File: src/rtl/muldiv_seq.sv
// rtl/muldiv_seq.sv - sequencer for multi-cycle mult/div units with HI/LO write-back
module muldiv_seq #(
   parameter int TIMEOUT = 40,
   parameter int CNT_W   = 6
) (
   input  logic clock,
   input  logic reset,
   input  logic StartMult,
   input  logic StartDiv,
   input  logic MultDone,
   input  logic DivDone,
   input  logic Div0,
   output logic MultCtrl,
   output logic DivCtrl,
   output logic HICtrl,
   output logic LOCtrl,
   output logic WriteHI,
   output logic WriteLO,
   output logic Busy,
   output logic OpDone,
   output logic DivZeroExc,
   output logic TimeoutExc,
   output logic ReqErr
);

   typedef enum logic [2:0] {
      IDLE     = 3'd0,
      MULT_RUN = 3'd1,
      DIV_RUN  = 3'd2,
      WB       = 3'd3,
      EXC      = 3'd4
   } state_t;

   // Last RUN cycle before the unit is declared hung; the counter saturates at all-ones.
   localparam logic [CNT_W-1:0] CNT_LAST = CNT_W'(TIMEOUT - 1);
   localparam logic [CNT_W-1:0] CNT_MAX  = {CNT_W{1'b1}};

   state_t           state_q, state_d;
   logic [CNT_W-1:0] cnt_q, cnt_d;
   logic             mult_ctrl_q, mult_ctrl_d;
   logic             div_ctrl_q, div_ctrl_d;
   logic             hi_ctrl_q, hi_ctrl_d;
   logic             lo_ctrl_q, lo_ctrl_d;
   logic             req_err_q, req_err_d;
   logic             div_zero_exc_q, div_zero_exc_d;
   logic             timeout_exc_q, timeout_exc_d;
   logic             any_start;
   logic             cnt_expired;

   assign any_start   = StartMult | StartDiv;
   assign cnt_expired = (cnt_q == CNT_LAST);

   // Next-state and registered-output computation; pulses default low, mux selects hold.
   always_comb begin
      state_d        = state_q;
      cnt_d          = cnt_q;
      mult_ctrl_d    = 1'b0;
      div_ctrl_d     = 1'b0;
      hi_ctrl_d      = hi_ctrl_q;
      lo_ctrl_d      = lo_ctrl_q;
      req_err_d      = 1'b0;
      div_zero_exc_d = 1'b0;
      timeout_exc_d  = 1'b0;

      case (state_q)
         IDLE: begin
            if (StartMult) begin
               state_d     = MULT_RUN;
               cnt_d       = '0;
               mult_ctrl_d = 1'b1;
               req_err_d   = StartDiv;   // a simultaneous div request is dropped
            end else if (StartDiv) begin
               state_d    = DIV_RUN;
               cnt_d      = '0;
               div_ctrl_d = 1'b1;
            end
         end
         MULT_RUN: begin
            req_err_d = any_start;
            cnt_d     = (cnt_q == CNT_MAX) ? cnt_q : cnt_q + 1'b1;
            if (MultDone) begin
               state_d   = WB;
               hi_ctrl_d = 1'b1;
               lo_ctrl_d = 1'b1;
            end else if (cnt_expired) begin
               state_d       = EXC;
               timeout_exc_d = 1'b1;
            end
         end
         DIV_RUN: begin
            req_err_d = any_start;
            cnt_d     = (cnt_q == CNT_MAX) ? cnt_q : cnt_q + 1'b1;
            if (Div0) begin
               state_d        = EXC;
               div_zero_exc_d = 1'b1;
            end else if (DivDone) begin
               state_d   = WB;
               hi_ctrl_d = 1'b0;
               lo_ctrl_d = 1'b0;
            end else if (cnt_expired) begin
               state_d       = EXC;
               timeout_exc_d = 1'b1;
            end
         end
         WB: begin
            req_err_d = any_start;
            state_d   = IDLE;
         end
         EXC: begin
            req_err_d = any_start;
            state_d   = IDLE;
         end
         default: begin
            state_d = IDLE;
         end
      endcase
   end

   // State and output registers; reset clears everything without waiting for a clock.
   always_ff @(posedge clock or posedge reset) begin
      if (reset) begin
         state_q        <= IDLE;
         cnt_q          <= '0;
         mult_ctrl_q    <= 1'b0;
         div_ctrl_q     <= 1'b0;
         hi_ctrl_q      <= 1'b0;
         lo_ctrl_q      <= 1'b0;
         req_err_q      <= 1'b0;
         div_zero_exc_q <= 1'b0;
         timeout_exc_q  <= 1'b0;
      end else begin
         state_q        <= state_d;
         cnt_q          <= cnt_d;
         mult_ctrl_q    <= mult_ctrl_d;
         div_ctrl_q     <= div_ctrl_d;
         hi_ctrl_q      <= hi_ctrl_d;
         lo_ctrl_q      <= lo_ctrl_d;
         req_err_q      <= req_err_d;
         div_zero_exc_q <= div_zero_exc_d;
         timeout_exc_q  <= timeout_exc_d;
      end
   end

   assign MultCtrl   = mult_ctrl_q;
   assign DivCtrl    = div_ctrl_q;
   assign HICtrl     = hi_ctrl_q;
   assign LOCtrl     = lo_ctrl_q;
   assign WriteHI    = (state_q == WB);
   assign WriteLO    = (state_q == WB);
   assign OpDone     = (state_q == WB);
   assign Busy       = (state_q != IDLE);
   assign DivZeroExc = div_zero_exc_q;
   assign TimeoutExc = timeout_exc_q;
   assign ReqErr     = req_err_q;

endmodule

File: config.mk
export PLATFORM = sky130hd
export DESIGN_NAME = muldiv_seq
export DESIGN_NICKNAME = d
export VERILOG_FILES = /design/src/rtl/muldiv_seq.sv
export SDC_FILE = /design/constraint.sdc
export NUM_CORES = 1
export LEC_CHECK = 0
export BUFFER_PORTS_ARGS = -buffer_cell sky130_fd_sc_hd__clkbuf_2
export CORE_MARGIN = 10
export CORE_UTILIZATION = 45
export CTS_BUF_LIST = sky130_fd_sc_hd__clkbuf_8
export DETAILED_ROUTE_END_ITERATION = 10
export PLACE_DENSITY = 0.68
export SKIP_CTS_REPAIR_TIMING = 1
export SLEW_MARGIN = 25
export SYNTH_ARGS = -nofsm -noshare
export SYNTH_HDL_FRONTEND = slang
export SYNTH_SLANG_ARGS = --single-unit
File: constraint.sdc
create_clock -name clock -period 2.3 [get_ports clock]
set_input_delay 0.115 -clock clock [delete_from_list [all_inputs] [get_ports clock]]
set_output_delay 0.115 -clock clock [all_outputs]
set_load 0.02 [all_outputs]
==> results.cfg <==
[route]
firstDrtPassIters = 4
drc = 0
vias = 729
drt_iter0_markers = 25
wire_per_inst_um = 13.50
routed_wl_um = 1795
vias_per_cell = 5.481
ant_nets = 0

[critical_path]
critical_path_arrival_ns = 1.99
startpoint_type = register
path_cells = ha_1 -> and3_1 -> a2111o_1 -> and2_4 -> a211o_1
critPathCaptureType = register
critical_path_depth = 5
slowest_delay_ns = 0.43
r2r_cells = 5
cp_max_fo = 7
path_class = register to register
cp.required_ns = 2.43
path_delay_family = compound AO/OA/AOI/OAI gates
path_buf_inv = 0
crit_slowest_cell = a2111o_1

[power]
max-vdd-ir-drop_v = 0.0006520
clockPowerShare = 0.176
sw_frac_of_total = 0.4182
power_frac_seq = 0.376
p_comb_frac = 0.448
leakagePower_nw = 0.4890
p_switching_mw = 0.5007
internal_power_mw = 0.6967
p_per_area_mw_per_mm2 = 1222

[place]
dpl.cell_count = 128
place_ws_ns = 0.4661
port-buffer-count = 17
gp_congestion = 0.8479
dpl.hpwl_um = 1363

[clock_tree]
cts.sinks = 15
htreeDepth = 1
root_buffer = clkbuf_8
clkTransAtPathRegs_ns = 0.06
cts_tree = yes
clk_latency_ns = 0.24
cts_made_buffers = 3
cts.path.max_buffers = 2

[sta]
worst_slack_ns = 0.4459
fmax_mhz = 539.3
finalCriticalPeriod_ns = 1.854
maxSlewViolCount = 0
period_share = 0.8061
fin_skew_ns = 0.001020
setup_tns_ns = 0
setup_violations = 0
holdWs_ns = 0.1348
final-hold-violation-count = 0
slew_headroom = 0.5872
tightest_slew_ns = 0.6191
rsz0062_at_grt = no

[global_route]
first_global_vias = 737
antenna_found_initial = 0
grt.total_usage = 0.09433
grt_overflow_total = 0
grt_max_degree = 16
grt_pass1_wl_um = 3187

[logic_synthesis]
synth_warnings = 0
avgSynthCellArea_um2 = 9.281
ys_seq_elements = 15
ys_seq_area_frac = 0.4444
synthCells = 91
netlist_area_um2 = 844.6
ys_types = 34
syn_nets = 99

[final_layout]
nets = 117
final_util = 0.5613
final_cells = 133
final_cell_mix = clkbuf_2, dfrtp_1, a21oi_1
antennaDiodeCount = 0
area_delta_synth_final_pct = 16.00
drive_above_1_share = 0.2500
final_common_cell = clkbuf_2

[status]
status = finished, final reports clean

[flow_run]
maxCapViolCount = 0

[min_path]
min_path_cells = 2
hold_path.class = primary input to register

[floorplan]
die_h_um = 63.32
std_cell_rows = 15
die_area_mm2 = 0.004009
coreArea_mm2 = 0.001745
start_util = 0.4839
die_w_um = 63.32
num_io_pins = 18
-- registers in the layout, indices dropped and copies added, names as in the netlist --
name,flops
cnt_q,6
LOCtrl,1
MultCtrl,1
DivZeroExc,1
state_q,3
DivCtrl,1
TimeoutExc,1
ReqErr,1
-- layer usage --
| metal | global-route usage | up-vias | share of wire |
|---|---|---|---|
| li1 | - | 359 | - |
| met1 | 0.1012 | 350 | 0.43 |
| met2 | 0.1621 | 16 | 0.49 |
| met3 | 0.02650 | 4 | 0.066 |
| met4 | 0.05191 | 0 | 0.015 |
| met5 | 0 | - | 0 |
-- power groups by stage --
| stage | combinational, mW | clock, mW | sequential, mW |
|---|---|---|---|
| 2_1_floorplan | 0.451 | 0 | 0.434 |
| 3_3_place_gp | 0.527 | 0 | 0.450 |
| 3_5_place_dp | 0.538 | 0 | 0.454 |
| 4_1_cts | 0.541 | 0.218 | 0.450 |
| 5_1_grt | 0.600 | 0.231 | 0.468 |
| 6_report | 0.537 | 0.210 | 0.450 |
-- final cells by class --
type / instances / area (um^2)
Clock buffer: 3 / 41.29
Clock inverter: 1 / 5.005
Fill cell: 168 / 765.7
Inverter: 5 / 18.77
Multi-Input combinational cell: 65 / 405.4
Sequential cell: 15 / 375.4
Tap cell: 25 / 31.28
Timing Repair Buffer: 19 / 102.6
-- path summary, 6_finish.rpt --
path                                 from        to  slack (ns)
worst max-delay path             cnt_q[0]  cnt_q[3]        0.45
worst min-delay path            StartMult   DivCtrl        0.13
worst max register to register   cnt_q[0]  cnt_q[3]        0.45
worst min register to register   cnt_q[0]  cnt_q[0]        0.51
max in group asynchronous           reset  cnt_q[3]        1.47
min in group asynchronous           reset  cnt_q[1]        0.46
-- synthesized netlist by cell type --
library cell	count	area share
a2111o_1	1	0.013
a211o_1	1	0.010
a21o_1	1	0.0089
a21oi_1	9	0.053
a22o_2	1	0.012
a311o_1	1	0.012
a31oi_1	4	0.030
and2_1	1	0.0074
and2_4	1	0.010
and3_1	4	0.030
buf_4	4	0.036
buf_6	1	0.013
clkbuf_1	1	0.0044
dfrtp_1	15	0.44
ha_1	1	0.015
inv_1	5	0.022
mux2i_1	1	0.012
nand2_1	8	0.036
nand2b_1	3	0.022
nand2b_4	1	0.016
nand3_1	3	0.018
nor2_1	8	0.036
nor3_2	1	0.012
nor3b_1	2	0.018
nor4_1	1	0.0074
nor4b_1	1	0.010
o21ai_0	3	0.018
o22a_1	1	0.010
o22ai_1	2	0.015
o31ai_1	1	0.0089
or3_1	1	0.0074
or3b_2	1	0.010
or4b_1	1	0.012
xnor2_1	1	0.010
-- kinds of logic (layout without fill, tap and decap cells) --
logic type / count (synthesis) / count (layout) / share of synthesized area
xor gates and xnor gates: 1 / 1 / 0.01037
and+or+nand+nor: 37 / 37 / 0.2519
AOI/OAI and AO/OA: 25 / 25 / 0.1911
DFF: 15 / 15 / 0.4444
buffers and inverters: 11 / 28 / 0.07555
muxes: 1 / 1 / 0.01185
adders and majority gates: 1 / 1 / 0.01481
-- per-stage QoR --
step	power [mW]	area [um^2]
3_3_place_gp	0.9769	923.4
2_1_floorplan	0.8856	844.6
3_5_place_dp	0.9925	923.4
6_report	1.197	979.7
4_1_cts	1.209	969.7
5_1_grt	1.299	979.7
Power figures use the tool's default switching activity.
